===== src/rtl/mult_scheduler_pkg.sv =====
// Shared constants and types for the two-requester multiply scheduler.
package mult_scheduler_pkg;

   localparam int STAGES = 3;
   localparam int NREQ   = 2;
   localparam int OP_W   = 4;
   localparam int PROD_W = 8;

   typedef logic [OP_W-1:0]   operand_t;
   typedef logic [PROD_W-1:0] product_t;

   // Round-robin pointer: names the requester that wins a tie.
   typedef enum logic {
      PTR_REQ0 = 1'b0,
      PTR_REQ1 = 1'b1
   } ptr_e;

   // After granting requester gid, the other requester becomes preferred.
   function automatic ptr_e ptr_after_grant(input logic gid);
      ptr_e nxt;
      if (gid) begin
         nxt = PTR_REQ0;
      end else begin
         nxt = PTR_REQ1;
      end
      return nxt;
   endfunction

endpackage


===== src/rtl/mult_scheduler_pipelined_multiplier.sv =====
// 3-stage 4x4 unsigned multiplier; data stages carry no reset and are
// qualified downstream by a separate valid pipe.
module pipelined_multiplier
   import mult_scheduler_pkg::*;
(
   input  logic              clk,
   input  logic [OP_W-1:0]   x,
   input  logic [OP_W-1:0]   y,
   output logic [PROD_W-1:0] p
);

   logic [5:0]        pp_lo_q, pp_lo_d;
   logic [5:0]        pp_hi_q, pp_hi_d;
   logic [PROD_W-1:0] sum_q, sum_d;
   logic [PROD_W-1:0] p_q, p_d;

   // Split the multiplier into two 2-bit halves, then recombine with a shift.
   always_comb begin
      pp_lo_d = {2'b00, x} * {4'b0000, y[1:0]};
      pp_hi_d = {2'b00, x} * {4'b0000, y[3:2]};
      sum_d   = {2'b00, pp_lo_q} + {pp_hi_q, 2'b00};
      p_d     = sum_q;
   end

   // Datapath registers.
   always_ff @(posedge clk) begin
      pp_lo_q <= pp_lo_d;
      pp_hi_q <= pp_hi_d;
      sum_q   <= sum_d;
      p_q     <= p_d;
   end

   assign p = p_q;

endmodule


===== src/rtl/mult_scheduler.sv =====
// Round-robin scheduler sharing one pipelined 4x4 multiplier between two
// requesters, with result tagging and per-requester completion counters.
module mult_scheduler
   import mult_scheduler_pkg::*;
#(
   parameter int CNT_W = 8
)
(
   input  logic             clk,
   input  logic             rst_n,
   input  logic             en,
   input  logic [1:0]       req_valid,
   input  logic [3:0]       a0,
   input  logic [3:0]       b0,
   input  logic [3:0]       a1,
   input  logic [3:0]       b1,
   output logic [1:0]       req_ready,
   output logic             res_valid,
   output logic             res_id,
   output logic [7:0]       res_data,
   output logic             busy,
   output logic [CNT_W-1:0] done_cnt0,
   output logic [CNT_W-1:0] done_cnt1
);

   localparam logic [CNT_W-1:0] CNT_ONE  = {{(CNT_W-1){1'b0}}, 1'b1};
   localparam logic [CNT_W-1:0] CNT_ZERO = {CNT_W{1'b0}};

   logic [1:0]        grant_s;
   logic              grant_id_s;
   logic              any_grant_s;
   logic [OP_W-1:0]   mul_x_s;
   logic [OP_W-1:0]   mul_y_s;
   logic [PROD_W-1:0] mul_p_s;

   ptr_e              ptr_q, ptr_d;
   logic [STAGES-1:0] vld_q, vld_d;
   logic [STAGES-1:0] id_q, id_d;
   logic [CNT_W-1:0]  cnt0_q, cnt0_d;
   logic [CNT_W-1:0]  cnt1_q, cnt1_d;

   // Arbiter: the pointer only breaks ties; a lone valid requester always wins.
   always_comb begin
      grant_s    = 2'b00;
      grant_id_s = 1'b0;
      if (rst_n && en) begin
         if (req_valid == 2'b11) begin
            if (ptr_q == PTR_REQ1) begin
               grant_s    = 2'b10;
               grant_id_s = 1'b1;
            end else begin
               grant_s    = 2'b01;
               grant_id_s = 1'b0;
            end
         end else if (req_valid == 2'b01) begin
            grant_s    = 2'b01;
            grant_id_s = 1'b0;
         end else if (req_valid == 2'b10) begin
            grant_s    = 2'b10;
            grant_id_s = 1'b1;
         end else begin
            grant_s    = 2'b00;
            grant_id_s = 1'b0;
         end
      end else begin
         grant_s    = 2'b00;
         grant_id_s = 1'b0;
      end
   end

   assign any_grant_s = |grant_s;
   assign req_ready   = grant_s;

   // Operand mux feeding the multiplier in the grant cycle.
   always_comb begin
      mul_x_s = 4'd0;
      mul_y_s = 4'd0;
      case (grant_s)
         2'b01: begin
            mul_x_s = a0;
            mul_y_s = b0;
         end
         2'b10: begin
            mul_x_s = a1;
            mul_y_s = b1;
         end
         default: begin
            mul_x_s = 4'd0;
            mul_y_s = 4'd0;
         end
      endcase
   end

   pipelined_multiplier u_mul (
      .clk (clk),
      .x   (mul_x_s),
      .y   (mul_y_s),
      .p   (mul_p_s)
   );

   // Next-state: pointer, tag pipes aligned with the multiplier, counters.
   always_comb begin
      ptr_d  = ptr_q;
      vld_d  = {vld_q[STAGES-2:0], any_grant_s};
      id_d   = {id_q[STAGES-2:0], grant_id_s};
      cnt0_d = cnt0_q;
      cnt1_d = cnt1_q;
      if (any_grant_s) begin
         ptr_d = ptr_after_grant(grant_id_s);
      end else begin
         ptr_d = ptr_q;
      end
      if (vld_q[STAGES-1] && !id_q[STAGES-1]) begin
         cnt0_d = cnt0_q + CNT_ONE;
      end else begin
         cnt0_d = cnt0_q;
      end
      if (vld_q[STAGES-1] && id_q[STAGES-1]) begin
         cnt1_d = cnt1_q + CNT_ONE;
      end else begin
         cnt1_d = cnt1_q;
      end
   end

   // Control state; reset drops every in-flight tag so masked data never escapes.
   always_ff @(posedge clk) begin
      if (!rst_n) begin
         ptr_q  <= PTR_REQ0;
         vld_q  <= {STAGES{1'b0}};
         id_q   <= {STAGES{1'b0}};
         cnt0_q <= CNT_ZERO;
         cnt1_q <= CNT_ZERO;
      end else begin
         ptr_q  <= ptr_d;
         vld_q  <= vld_d;
         id_q   <= id_d;
         cnt0_q <= cnt0_d;
         cnt1_q <= cnt1_d;
      end
   end

   assign res_valid = vld_q[STAGES-1];
   assign res_id    = id_q[STAGES-1];
   assign res_data  = mul_p_s;
   assign busy      = |vld_q;
   assign done_cnt0 = cnt0_q;
   assign done_cnt1 = cnt1_q;

endmodule


===== config.mk =====
export PLATFORM = sky130hd
export DESIGN_NAME = mult_scheduler
export DESIGN_NICKNAME = d
export VERILOG_FILES = /design/src/rtl/mult_scheduler_pkg.sv /design/src/rtl/mult_scheduler_pipelined_multiplier.sv /design/src/rtl/mult_scheduler.sv
export SDC_FILE = /design/constraint.sdc
export NUM_CORES = 1
export LEC_CHECK = 0
export ABC_AREA = 1
export CORE_MARGIN = 5
export CORE_UTILIZATION = 41
export CTS_BUF_LIST = sky130_fd_sc_hd__clkbuf_2
export DETAILED_ROUTE_END_ITERATION = 16
export DONT_BUFFER_PORTS = 1
export PLACE_DENSITY = 0.53
export SYNTH_ARGS = -nofsm -noshare
export SYNTH_HDL_FRONTEND = slang
export SYNTH_SLANG_ARGS = --single-unit

===== constraint.sdc =====
create_clock -name clk -period 3 [get_ports clk]
set_input_delay 0.9 -clock clk [delete_from_list [all_inputs] [get_ports clk]]
set_output_delay 0.9 -clock clk [all_outputs]
set_load 0.1 [all_outputs]

==> impl_results.md, run 1 <==
* Ports at 50
* Combinational Power Share at 0.054
* Tot Pwr at 1174 µW
* ANT nets after route at 0
* Fin crit share at 0.7924
* Final #Nets at between 300 and 400
* First-pass GRT wire length at a little under 7000 µm
* Sequential area share after synthesis at 0.4682
* Hold path cells at 0
* Pwr dens at between 400 and 500 nW/µm²
* Routed via count at around 1.6k
* Clock group share of total power at 0.363
* Die X-Extent at 82.93 µm
* Minimum clock period at ~2.4 ns
* Most common cell after layout, fill and taps aside: nand2_1
* Number of port buffers at 0
* Synthesized area at 2181 µm²
* Switching share of power at 0.2108
* Req. time, crit path at ~2.1 ns
* Commonest cells after routing, fill and taps aside: 64 x nand2_1, 51 x dfxtp_1, 43 x nor2_1
* Post-CTS resize count at 0
* Ant diodes at 0
* DIE HEIGHT at about 83 µm
* Sequential share of power at 0.583
* Share of cells above drive strength 1 at 0.2093
* Row count at 26
* Vias in the first global route at 1585
* Worst Max-Slew Pin Slew at 0.3330 ns
* Run status: finished clean
* WP data arrival at approximately 1.5 ns
* H-tree depth at 2
* Max-Slew Margin vs Limit at 0.7780
* Max-slew violations at 0
* Post-synthesis simple-gate area fraction at 0.2697
* Setup bufs post-CTS at 0
* Syn Nets at a little over 300
* Longest Clk Path Bufs at 2
* Largest net degree at the start of global routing at 20
* CTS tree: done
* Gr usage total at 0.1165
* Area of the core at approximately 5000 µm²
* FMAX at around 0.42 GHz
* NetSw at 247.5 µW
* Max cap viols at 0
* Post-synthesis mux area share at 0
* Total gr overflow at 0
* #FFs+latches synth at 51
* Fin area at between 2000 and 3000 µm²
* Area growth from synthesis to layout at 20.65%
* Setup TNS at 0 ns
* Reg clk slew, reported paths at roughly 0.24 ns
* Die ar. at between 6000 and 7000 µm²
* Peak supply drop at 0.2676 mV
* Crit end category: primary output
* Mapped Cells at ~270
* Final setup viols at 0
* Hold Buf Count CTS at 0
* CTS Root Cell: clkbuf_2
* Initial DRC Count at 34
* Worst Skew at roughly 0.019 ns
* Syn_area_per_cell at roughly 8.1 µm²
* Final Hold Fails at 0
* Worst r2r path cells at 9
* Worst-path maximum fanout at 3
* Router iterations before antenna repair at 4
* CTS sink cnt at slightly above 50
* Cts bufs inserted at 5
* Post-Route WL at around 3700 µm
* Hold Path Class: flip-flop to flip-flop
* Worst-Skew Late Latency at 0.40 ns
* DRC errors left at 0
* Vias per inst at approximately 4.4
* Starting density of the core at 0.4243
* RSZ-0062 raised after global routing: false
* Initial antenna violation count at 0
* Wire length per cell at 9.995 µm
* Hold Slack at between 0.3 and 0.4 ns
* Main combinational cell family by area after synthesis: simple AND/OR/NAND/NOR gates
* Yosys cell types at 25
* DP HPWL at roughly 3000 µm
* Critical path class: primary input to primary output
* Final core utilization at 0.5119
* YS warnings at 0
* Cell Int Power at between 900 and 1000 µW
* Crit path launch type: primary input
* Post-Synth XOR/XNOR Area at 0.02410
* Synth Area in Adders at 0.1136
* Gpl congestion at 0.7986
* Leakage Power at between 0.001 and 0.0015 µW
* Compound-gate portion of the synthesized area at 0.06254
* Placed Instance Area at around 2500 µm²
==> path summary, 6_finish.rpt <==
check	slack, ns	to	start
worst max-delay path	0.62	req_ready[0]	req_valid[1]
worst min-delay path	0.33	u_mul.p_d[0]	u_mul.pp_lo_q[0]
worst max register to register	0.77	u_mul.pp_hi_q[2]	ptr_q
worst min register to register	0.33	u_mul.p_d[0]	u_mul.pp_lo_q[0]
==> power groups by stage <==
stage | registers, µW | clock network, µW | logic [µW]
5_1_grt | 686 | 476 | 69.0
3_5_place_dp | 698 | 0 | 63.6
2_1_floorplan | 704 | 0 | 49.7
6_report | 685 | 426 | 63.0
4_1_cts | 685 | 448 | 63.8
3_3_place_gp | 698 | 0 | 63.2
==> synth_stat cells (all sizes together) <==
| cell type | instances | share of area |
|---|---|---|
| nand2 | 70 | 0.12 |
| inv | 27 | 0.046 |
| ha | 15 | 0.086 |
| nand3b | 2 | 0.0069 |
| nor2 | 47 | 0.092 |
| or2 | 1 | 0.0029 |
| o21ai | 4 | 0.0092 |
| o21a | 1 | 0.0034 |
| a21oi | 13 | 0.030 |
| xnor2 | 2 | 0.0080 |
| buf | 5 | 0.014 |
| fa | 3 | 0.028 |
| nand3 | 15 | 0.037 |
| xor2 | 4 | 0.016 |
| nand4 | 2 | 0.0057 |
| dfxtp | 51 | 0.47 |
| a22o | 5 | 0.020 |
| clkbuf | 1 | 0.0017 |
| nor3b | 1 | 0.0034 |
==> area by class of cell <==
class                           instances  area (µm²)
Fill cell                             543        2509
Multi-Input combinational cell        185        1087
Sequential cell                        51        1021
Timing Repair Buffer                   30       237.7
Inverter                               27       105.1
Tap cell                               70       87.58
Clock inverter                          3       67.56
Clock buffer                            5       25.02
==> per-layer routing <==
| metal | global-route usage | up-vias | share of wire |
|---|---|---|---|
| met5 | 0 | - | 0 |
| met4 | 0.04458 | 0 | 0.0070 |
| met1 | 0.1496 | 679 | 0.49 |
| li1 | - | 905 | - |
| met2 | 0.1786 | 54 | 0.42 |
| met3 | 0.04158 | 2 | 0.086 |
==> worst max-delay path: stages <==
cell,delay [ns]
nand2_1,0.09
nand3_4,0.10
clkinvlp_4,0.10
buf_4,0.28
==> registers in the layout, summed over array words and instances (netlist names) <==
signal,flops
done_cnt0,8
done_cnt1,8
id_q,3
ptr_q,1
u_mul.p,8
u_mul.p_d,8
u_mul.pp_hi_q,6
u_mul.pp_lo_q,6
vld_q,3
==> kinds of logic after synthesis <==
group           Yosys count
flops                    51
fa+ha+maj                18
compound gates           23
xor+xnor                  6
simple gates            138
buf+inv                  33
==> per-stage QoR <==
stage	worst slack (ns)	cells
after floorplan	-0.2304	269
after global placement	0.2363	363
after detailed placement	0.2064	363
after CTS	0.6132	371
after global routing	0.5571	371
final	0.6228	371
Note: power is estimated with default switching activity, not from simulation.
==> run 2, diff against run 1 <==
--- a/config.mk
+++ b/config.mk
@@ -11,7 +11,7 @@
 export CTS_BUF_LIST = sky130_fd_sc_hd__clkbuf_2
 export DETAILED_ROUTE_END_ITERATION = 16
 export DONT_BUFFER_PORTS = 1
-export PLACE_DENSITY = 0.53
+export PLACE_DENSITY = 0.51
 export SYNTH_ARGS = -nofsm -noshare
 export SYNTH_HDL_FRONTEND = slang
 export SYNTH_SLANG_ARGS = --single-unit
==> constraint.sdc (replaced) <==
create_clock -name clk -period 2.4 [get_ports clk]
set_input_delay 0.72 -clock clk [delete_from_list [all_inputs] [get_ports clk]]
set_output_delay 0.72 -clock clk [all_outputs]
set_load 0.1 [all_outputs]
==> run 2 against run 1 <==
Global-route usage is 0.29 points higher. Sequential share of layout area is 0.21 points lower. Via count is 3.1% higher. Combinational power is 27% higher. Largest power group unchanged. Critical endpoint unchanged. Critical path type is now flip-flop to primary output.
==> impl_results.md, run 2 (synthesis results as in run 1) <==
* Most common cell after layout, fill and taps aside: nand2_1 (unchanged)
* CTS tree: done (unchanged)
* Commonest cells after routing, fill and taps aside: 64 x nand2_1, 50 x dfxtp_1, 43 x nor2_1 (was 64 x nand2_1, 51 x dfxtp_1, 43 x nor2_1)
* Number of port buffers at 0 (unchanged)
* Router iterations before antenna repair at 4 (unchanged)
* Row count at 26 (unchanged)
* Reg clk slew, reported paths at 0.26 ns (was 0.24 ns)
* WP data arrival at 1.47 ns (was 1.48 ns)
* Hold worst-path end: u_mul.p_d[1] (was u_mul.p_d[0])
* Initial antenna violation count at 0 (unchanged)
* Wire length per cell at 9.968 µm (was 9.995 µm)
* Area of the core at 5140 µm² (unchanged)
* Critical R2R Launch: ptr_q (unchanged)
* Final Hold Fails at 0 (unchanged)
* First-pass GRT wire length at 7010 µm (was 6755 µm)
* Worst r2r path cells at 12 (was 9)
* Share of cells above drive strength 1 at 0.2387 (was 0.2093)
* CTS Root Cell: clkbuf_2 (unchanged)
* Vias per inst at 4.450 (was 4.420)
* Placed Instance Area at 2595 µm² (was 2539 µm²)
* Met3 Usage GRT at 0.03960 (was 0.04158)
* Total gr overflow at 0 (unchanged)
* Final setup viols at 0 (unchanged)
* Leakage Power at 0.001272 µW (was 0.001247 µW)
* Gr usage total at 0.1194 (was 0.1165)
* Hold Path Class: flip-flop to flip-flop (unchanged)
* Most Frequent Cell on Critical Path: buf_4
* Worst Max-Slew Pin Slew at 0.3366 ns (was 0.3330 ns)
* Final #Nets at 348 (was 339)
* FMAX at 0.4565 GHz
* Fin area at 2649 µm² (was 2631 µm²)
* Initial DRC Count at 38 (was 34)
* Reg-to-Reg End: u_mul.pp_hi_q[5] (was u_mul.pp_hi_q[2])
* Area growth from synthesis to layout at 21.46% (was 20.65%)
* Peak supply drop at 0.2906 mV (was 0.2676 mV)
* Critical-path cell list: nand2_1 -> nand3_4 -> clkinvlp_4 -> buf_4 -> buf_4 (was nand2_1 -> nand3_4 -> clkinvlp_4 -> buf_4)
* Worst path bufs/invs at 3 (was 2)
* Critical path class: flip-flop to primary output (was primary input to primary output)
* Max-Slew Margin vs Limit at 0.7756 (was 0.7780)
* Routed via count at 1691 (was 1640)
* Worst-path maximum fanout at 3 (unchanged)
* Met2 Use GR at 0.1808 (was 0.1786)
* Crit path launch type: flip-flop (was primary input)
* Max-slew violations at 0 (unchanged)
* Slowest cell on the critical path: dfxtp_1 (was buf_4)
* Ports at 50 (unchanged)
* DIE HEIGHT at 82.93 µm (unchanged)
* Longest Clk Path Bufs at 2 (unchanged)
* CTS sink cnt at 51 (unchanged)
* CP max stage delay at 0.40 ns (was 0.28 ns)
* DP HPWL at 3028 µm (was 2950 µm)
* Starting density of the core at 0.4243 (unchanged)
* Final core utilization at 0.5153 (was 0.5119)
* Hold path cells at 0 (unchanged)
* Crit end category: primary output (unchanged)
* Worst Skew at 0.02315 ns (was 0.01899 ns)
* H-tree depth at 2 (unchanged)
* Die ar. at 6877 µm² (unchanged)
* Max cap viols at 0 (unchanged)
* Layer with the highest usage: met2 (unchanged)
* CP top delay family: buffers and inverters (unchanged)
* Fin crit share at 0.9127
* RSZ-0062 raised after global routing: false (unchanged)
* Post-Route WL at 3788 µm (was 3708 µm)
* Setup TNS at 0 ns (unchanged)
* Hold_sp: u_mul.pp_lo_q[1] (was u_mul.pp_lo_q[0])
* Tot Pwr at 1298 µW (was 1174 µW)
* Req. time, crit path at 1.68 ns (was 2.10 ns)
* Vias in the first global route at 1637 (was 1585)
* R2R Setup Slk at 0.22 ns (was 0.77 ns)
* Met1 usage at 0.1575 (was 0.1496)
* Run status: finished clean (unchanged)
* Die X-Extent at 82.93 µm (unchanged)
* Minimum clock period at between 2 and 2.5 ns
* Largest net degree at the start of global routing at 20 (unchanged)
* Worst-Skew Late Latency at 0.42 ns (was 0.40 ns)
* Pwr dens at 490.2 nW/µm² (was 446.2 nW/µm²)
* ANT nets after route at 0 (unchanged)
* Ant diodes at 0 (unchanged)
* Cts bufs inserted at 5 (unchanged)
* Gpl congestion at 0.7204 (was 0.7986)
* DRC errors left at 0 (unchanged)
[run 2: area by class of cell]
cell class	count	area, µm²
Clock buffer	5	25.02
Clock inverter	3	26.28
Fill cell	541	2491
Inverter	27	105.1
Multi-Input combinational cell	185	1090
Sequential cell	51	1022
Tap cell	70	87.58
Timing Repair Buffer	39	292.8
[run 2: layer usage]
| layer | routed length [µm] | vias up |
|---|---|---|
| met2 | 1589 | 48 |
| li1 | - | 919 |
| met5 | 0 | - |
| met4 | 59 | 0 |
| met3 | 287 | 6 |
| met1 | 1851 | 718 |
[run 2: power breakdown]
part | leakage [µW] | switching [µW] | internal [µW]
sequential | 0.000412 | 2.10 | 855
combinational | 0.000826 | 54.1 | 26.0
clock | 0.0000339 | 279 | 82.9
[run 2: worst register-to-register path, stage by stage, from the launching register on]
cell,delay (ns)
dfxtp_1,0.37
inv_1,0.07
nand2_1,0.05
nand3_1,0.09
inv_1,0.06
ha_1,0.26
a22o_1,0.27
nand2_2,0.09
nor2_1,0.06
ha_2,0.20
fa_2,0.38
a21oi_2,0.13
nor2_1,0.06
[run 2: worst max-delay path by stage]
stage	from	end	slack, ns	cells after the start
final	ptr_q	req_ready[0]	0.21	5
after global routing	ptr_q	u_mul.pp_lo_q[4]	0.05	14
after CTS	ptr_q	u_mul.pp_hi_q[2]	0.14	9
after detailed placement	en	u_mul.pp_hi_q[2]	-0.21	9
after global placement	en	u_mul.pp_hi_q[2]	-0.20	9
after floorplan	rst_n	u_mul.pp_lo_q[5]	-0.65	14
[run 2: what timing repair did]
action,in CTS,in global routing
endpoints found under the setup margin,0,3
resized for setup,0,1
setup buffers,0,0
hold buffers,0,0
[run 2: stage by stage]
step | hold WS [ns] | cells | setup WS (ns)
after floorplan | 0.3096 | 269 | -0.6504
after CTS | 0.3054 | 380 | 0.1429
after global placement | 0.3099 | 372 | -0.1957
after global routing | 0.2838 | 380 | 0.04537
after detailed placement | 0.3121 | 372 | -0.2128
final | 0.3258 | 380 | 0.2096
==> run 3, diff against run 2 <==
--- a/config.mk
+++ b/config.mk
@@ -8,10 +8,11 @@
 export ABC_AREA = 1
 export CORE_MARGIN = 5
 export CORE_UTILIZATION = 41
-export CTS_BUF_LIST = sky130_fd_sc_hd__clkbuf_2
+export CTS_BUF_LIST = sky130_fd_sc_hd__clkbuf_4
 export DETAILED_ROUTE_END_ITERATION = 16
 export DONT_BUFFER_PORTS = 1
 export PLACE_DENSITY = 0.51
+export SETUP_SLACK_MARGIN = 0.5
 export SYNTH_ARGS = -nofsm -noshare
 export SYNTH_HDL_FRONTEND = slang
 export SYNTH_SLANG_ARGS = --single-unit
==> run 3 against run 2 <==
Clock power up 61%. Largest power group unchanged. Highest routed layer unchanged. Hold slack improved by 0.010 ns. Critical path depth up 7. Utilization grew 3.8 points. Via count decreased by 0.95%. Total power rose by 18%. Die area did not move. Routed wire length is essentially flat. Sequential share of layout area is 2.5 points lower. Setup slack better by 0.12 ns.
==> impl_results.md, run 3 (synthesis results as in run 1) <==
* CTS tree: done (unchanged)
* Total gr overflow at 0 (unchanged)
* Die X-Extent at 82.93 µm (unchanged)
* DRC errors left at 0 (unchanged)
* Worst Max-Slew Pin Slew at 0.3388 ns (was 0.3366 ns)
* Initial antenna violation count at 0 (unchanged)
* Placed Instance Area at 2577 µm² (was 2595 µm²)
* RSZ-0062 raised after global routing: true (was false)
* H-tree depth at 2 (unchanged)
* Crit end category: flip-flop (was primary output)
* Tot Pwr at 1533 µW (was 1298 µW)
* Row count at 26 (unchanged)
* Run status: finished clean (unchanged)
* Multi-input logic area at 1182 µm² (was 1090 µm²)
* Hold Path Class: flip-flop to flip-flop (unchanged)
* Clock group share of total power at 0.380 (was 0.278)
* Initial DRC Count at 47 (was 38)
* Worst-Skew Late Latency at 0.35 ns (was 0.42 ns)
* Wire length per cell at 9.893 µm (was 9.968 µm)
* CP top delay family: adder cells (was buffers and inverters)
* NetSw at 321.9 µW (was 334.7 µW)
* Final Hold Fails at 0 (unchanged)
* Setup TNS at 0 ns (unchanged)
* Hold Buf Count CTS at 0 (unchanged)
* Cell Int Power at 1211 µW (was 963.6 µW)
* Most Frequent Cell on Critical Path: nand2_4 (was buf_4)
* Starting density of the core at 0.4243 (unchanged)
* ANT nets after route at 0 (unchanged)
* Max cap viols at 0 (unchanged)
* WP data arrival at 2.33 ns (was 1.47 ns)
* CTS sink cnt at 51 (unchanged)
* Vias in the first global route at 1579 (was 1637)
* Most common cell after layout, fill and taps aside: nand2_1 (unchanged)
* First-pass GRT wire length at 6817 µm (was 7010 µm)
* Router iterations before antenna repair at 4 (unchanged)
* Worst-path maximum fanout at 8 (was 3)
* Sequential share of power at 0.557 (was 0.660)
* Die ar. at 6877 µm² (unchanged)
* Critical-path cell list: nand2_4 -> inv_4 -> nand3_4 -> clkinvlp_4 -> ha_4 -> a22o_1 -> nand2_4 -> nor2_2 -> ha_2 -> fa_2 -> a21oi_2 -> nor2_1 (was nand2_1 -> nand3_4 -> clkinvlp_4 -> buf_4 -> buf_4)
* Area of the core at 5140 µm² (unchanged)
* Final #Nets at 351 (was 348)
* FMAX at 0.4833 GHz (was 0.4565 GHz)
* Max-Slew Margin vs Limit at 0.7742 (was 0.7756)
* Vias per inst at 4.373 (was 4.450)
* Fin area at 2846 µm² (was 2649 µm²)
* Ant diodes at 0 (unchanged)
* Pwr dens at 538.5 nW/µm² (was 490.2 nW/µm²)
* Fin crit share at 0.8621 (was 0.9127)
* Final setup viols at 0 (unchanged)
* Number of port buffers at 0 (unchanged)
* Gr usage total at 0.1168 (was 0.1194)
* Leakage Power at 0.001359 µW (was 0.001272 µW)
* Critical path class: primary input to flip-flop (was flip-flop to primary output)
* Area growth from synthesis to layout at 30.52% (was 21.46%)
* Share of cells above drive strength 1 at 0.3035 (was 0.2387)
* Fillers at 498 (was 541)
* CTS Root Cell: clkbuf_4 (was clkbuf_2)
* R2R Setup Slk at 0.35 ns (was 0.22 ns)
* Longest Clk Path Bufs at 2 (unchanged)
* Reg clk slew, reported paths at 0.14 ns (was 0.26 ns)
* Combinational Power Share at 0.063 (was 0.062)
* DP HPWL at 2940 µm (was 3028 µm)
* Worst path bufs/invs at 2 (was 3)
* Slowest cell on the critical path: fa_2 (was dfxtp_1)
* Cts bufs inserted at 5 (unchanged)
* Max-slew violations at 0 (unchanged)
* Post-Route WL at 3789 µm (was 3788 µm)
* CP max stage delay at 0.38 ns (was 0.40 ns)
* Commonest cells after routing, fill and taps aside: 58 x nand2_1, 49 x dfxtp_1, 38 x buf_4 (was 64 x nand2_1, 50 x dfxtp_1, 43 x nor2_1)
* Ports at 50 (unchanged)
* Worst Skew at 0.006576 ns (was 0.02315 ns)
* Routed via count at 1675 (was 1691)
* Largest net degree at the start of global routing at 20 (unchanged)
* DIE HEIGHT at 82.93 µm (unchanged)
* Gpl congestion at 0.7428 (was 0.7204)
* Switching share of power at 0.2100 (was 0.2578)
* Crit path launch type: primary input (was flip-flop)
* Req. time, crit path at 2.66 ns (was 1.68 ns)
* Peak supply drop at 0.3488 mV (was 0.2906 mV)
* Minimum clock period at 2.069 ns (was 2.190 ns)
* FF+latch area at 1026 µm² (was 1022 µm²)
## run 3: cell types whose count changed in the layout (fill, tap and decap cells not counted), sizes merged
cell,before,now
inv,28,27
bufinv,0,2
buf,39,42
clkinv,1,0
## run 3: worst reg2reg max path, cell delays in order, from the launching register on
cell	delay (ns)
dfxtp_2	0.37
inv_2	0.04
nand2_2	0.08
nand3_4	0.09
buf_6	0.12
ha_4	0.17
a22o_1	0.21
nand2_4	0.09
nor2_2	0.04
ha_2	0.19
fa_2	0.38
a21oi_2	0.12
nor2_1	0.05
## run 3: path summary, 6_finish.rpt
path / depth (start not counted) / from / end
min reg2reg: 0 / u_mul.pp_lo_q[1] / u_mul.p_d[1]
max reg2reg: 12 / ptr_q / u_mul.pp_hi_q[5]
min: 0 / u_mul.pp_lo_q[1] / u_mul.p_d[1]
max: 12 / en / u_mul.pp_hi_q[5]
## run 3: power groups by stage
stage                     clock network, µW  logic [µW]  registers (µW)
after floorplan                           0        64.5             878
after global placement                    0        77.2             871
after detailed placement                  0        77.8             871
after CTS                               608        93.6             854
after global routing                    647         105             855
final                                   582        97.3             854
## run 3: stage by stage
stage | utilization | std cells | worst slack, ns | hold slack [ns]
2_1_floorplan | - | 269 | -0.6504 | 0.3096
4_1_cts | 0.5467 | 383 | 0.3591 | 0.3335
3_5_place_dp | 0.5015 | 369 | -0.1823 | 0.3143
3_3_place_gp | 0.5015 | 369 | -0.1533 | 0.3102
6_report | 0.5538 | 383 | 0.3310 | 0.3360
5_1_grt | 0.5538 | 383 | 0.2311 | 0.3484
## run 3: final cells by class
class,instances,area share
tap,70,0.03077
clock buffer,5,0.01319
inverter,27,0.03780
timing repair buffer,42,0.1191
clock inverter,3,0.02330
sequential,51,0.3604
multi-input combinational,185,0.4154
## run 3: timing repair
action                                  4_1_cts  5_1_grt
pin swaps                                    13        6
gates resized for setup                      21       11
hold endpoints to repair                      0        0
buffers inserted                              6        0
endpoints found under the setup margin       11       12
## run 3: layer usage
layer,part of all wire,track usage,vias to the layer above
li1,-,-,930
met5,0,0,-
met1,0.48,0.1500,694
met3,0.070,0.04356,6
met2,0.44,0.1800,45
met4,0.014,0.04012,0
==> patch: new RTL, settings of run 1 <==
`STAGES`: 3 -> 6.
--- a/src/rtl/mult_scheduler_pkg.sv
+++ b/src/rtl/mult_scheduler_pkg.sv
@@ -2,5 +2,5 @@
 package mult_scheduler_pkg;
 
-   localparam int STAGES = 3;
+   localparam int STAGES = 6;
    localparam int NREQ   = 2;
    localparam int OP_W   = 4;
Formal check against the unedited RTL: not equivalent (Yosys sat finds a counterexample within 4 cycles, from zero or initial values and one cycle with rst_n low).
==> patch against run 1 <==
  * Final area increased by 5.1%
  * Routed wire length increased by 11%
  * Worst setup slack got worse by 0.059 ns
  * Die area increased by 6.8%
  * Synthesized area increased by 7.7%
  * First-iteration DRC count increased by 100%
  * Sequential cell count increased by 6
  * Synthesized cell count increased by 8.9%
  * Critical endpoint unchanged
  * Total power increased by 0.67%
==> patch: results (changes against run 1) <==
- Status: completed (unchanged)
- Tapcell Cnt: 72 (was 70)
- Worst-Margin Slew: 0.346 ns (was 0.333 ns)
- Vias in the first global route: 1613 (was 1585)
- Worst VDD drop: 217 µV (was 268 µV)
- Pre-CTS setup slack: 0.251 ns (was 0.206 ns)
- Post-synthesis sequential area ratio: 48.6% (was 46.8%)
- Comb_multi_in: 193 (was 185)
- Clk Latency, worst-skew pair: 0.45 ns (was 0.40 ns)
- Area Overhead vs Synth: 17.7% (was 20.7%)
- Multi-input gate share of total cell area: 39.2% (was 41.3%)
- Syn nets: 332 (was 308)
- Met2 usage: 16.7% (was 17.9%)
- Sequential power: 763 µW (was 685 µW)
- Internal: 877 µW (was 927 µW)
- Syn Area/Cell: 8.02 µm² (was 8.11 µm²)
- Met1 usage: 15.9% (was 15.0%)
- Sequential cell area share: 41.3% (was 38.8%)
- Share of the synthesized area in the top cell type: 48.6% (was 46.8%)
- Via count: 1799 (was 1640)
- Wire length on met1: 2.10 mm (was 1.82 mm)
- Met2 wire length: 1.64 mm (was 1.55 mm)
- ClkCell Share: 2.99% (was 3.52%)
- FILL cells: 581 (was 543)
- Share of cells above drive strength 1: 18.9% (was 20.9%)
- First-pass GRT wire length: 7.03 mm (was 6.76 mm)
- Largest net degree at the start of global routing: 26 (was 20)
- P_clk: 363 µW (was 426 µW)
- Post-layout instance count excluding filler cells: 405 (was 371)
- Synth top cells by count: nand2_1 (74), dfxtp_1 (57), nor2_1 (46) (was nand2_1 (69), dfxtp_1 (51), nor2_1 (43))
- NumNets Final: 367 (was 339)
- Top area cells in the synthesized netlist: dfxtp_1 (49%), nand2_1 (12%), ha_1 (8.0%) (was dfxtp_1 (47%), nand2_1 (12%), ha_1 (8.6%))
- DR WL met3: 297 µm (was 318 µm)
- Gpl congestion: 0.829 (was 0.799)
- M3 GR Usage: 4.51% (was 4.16%)
- Final WL: 4.10 mm (was 3.71 mm)
- Clkbuf count: 9 (was 5)
- CTS H-tree lvls: 3 (was 2)
- Gr usage total: 12.2% (was 11.7%)
- Cell Area, Placed: 2680 µm² (was 2540 µm²)
- Clock buffer depth: 2 (unchanged)
- Non-clock inverters: 37 (was 27)
- 1st-iter DRT viols: 68 (was 34)
- Clk sinks: 57 (was 51)
- Cell total after placement: 389 (was 363)
- Worst Path Max Fanout: 25 (was 3)
- CP arrival: 1.54 ns (was 1.48 ns)
- Clock skew: 0.0223 ns (was 0.0190 ns)
- Sw power: 305 µW (was 247 µW)
==> patch: changes by cell type after synthesis, sizes merged <==
cell	change
a21oi	-1
dfxtp	+6
inv	+10
nand2	+4
nand3	+1
nor2	+1
nor3	+2
nor4	+1
==> patch: final timing paths <==
path                                  startpoint               end  slack [ns]  cells past startpoint
worst max-delay path                       rst_n      req_ready[0]        0.56                      5
worst min-delay path            u_mul.pp_lo_q[1]      u_mul.p_d[1]        0.34                      0
worst max register to register             ptr_q  u_mul.pp_hi_q[5]        0.80                     11
worst min register to register  u_mul.pp_lo_q[1]      u_mul.p_d[1]        0.34                      0
==> patch: kinds of logic after synthesis <==
group | after synthesis | synth area share, %
AND/OR/NAND/NOR | 147 | 25.8
flip-flops | 57 | 48.6
buffers and inverters | 43 | 7.30
AO/OA/AOI/OAI | 22 | 5.59
adder cells (fa/ha/maj) | 18 | 10.5
XOR/XNOR | 6 | 2.24
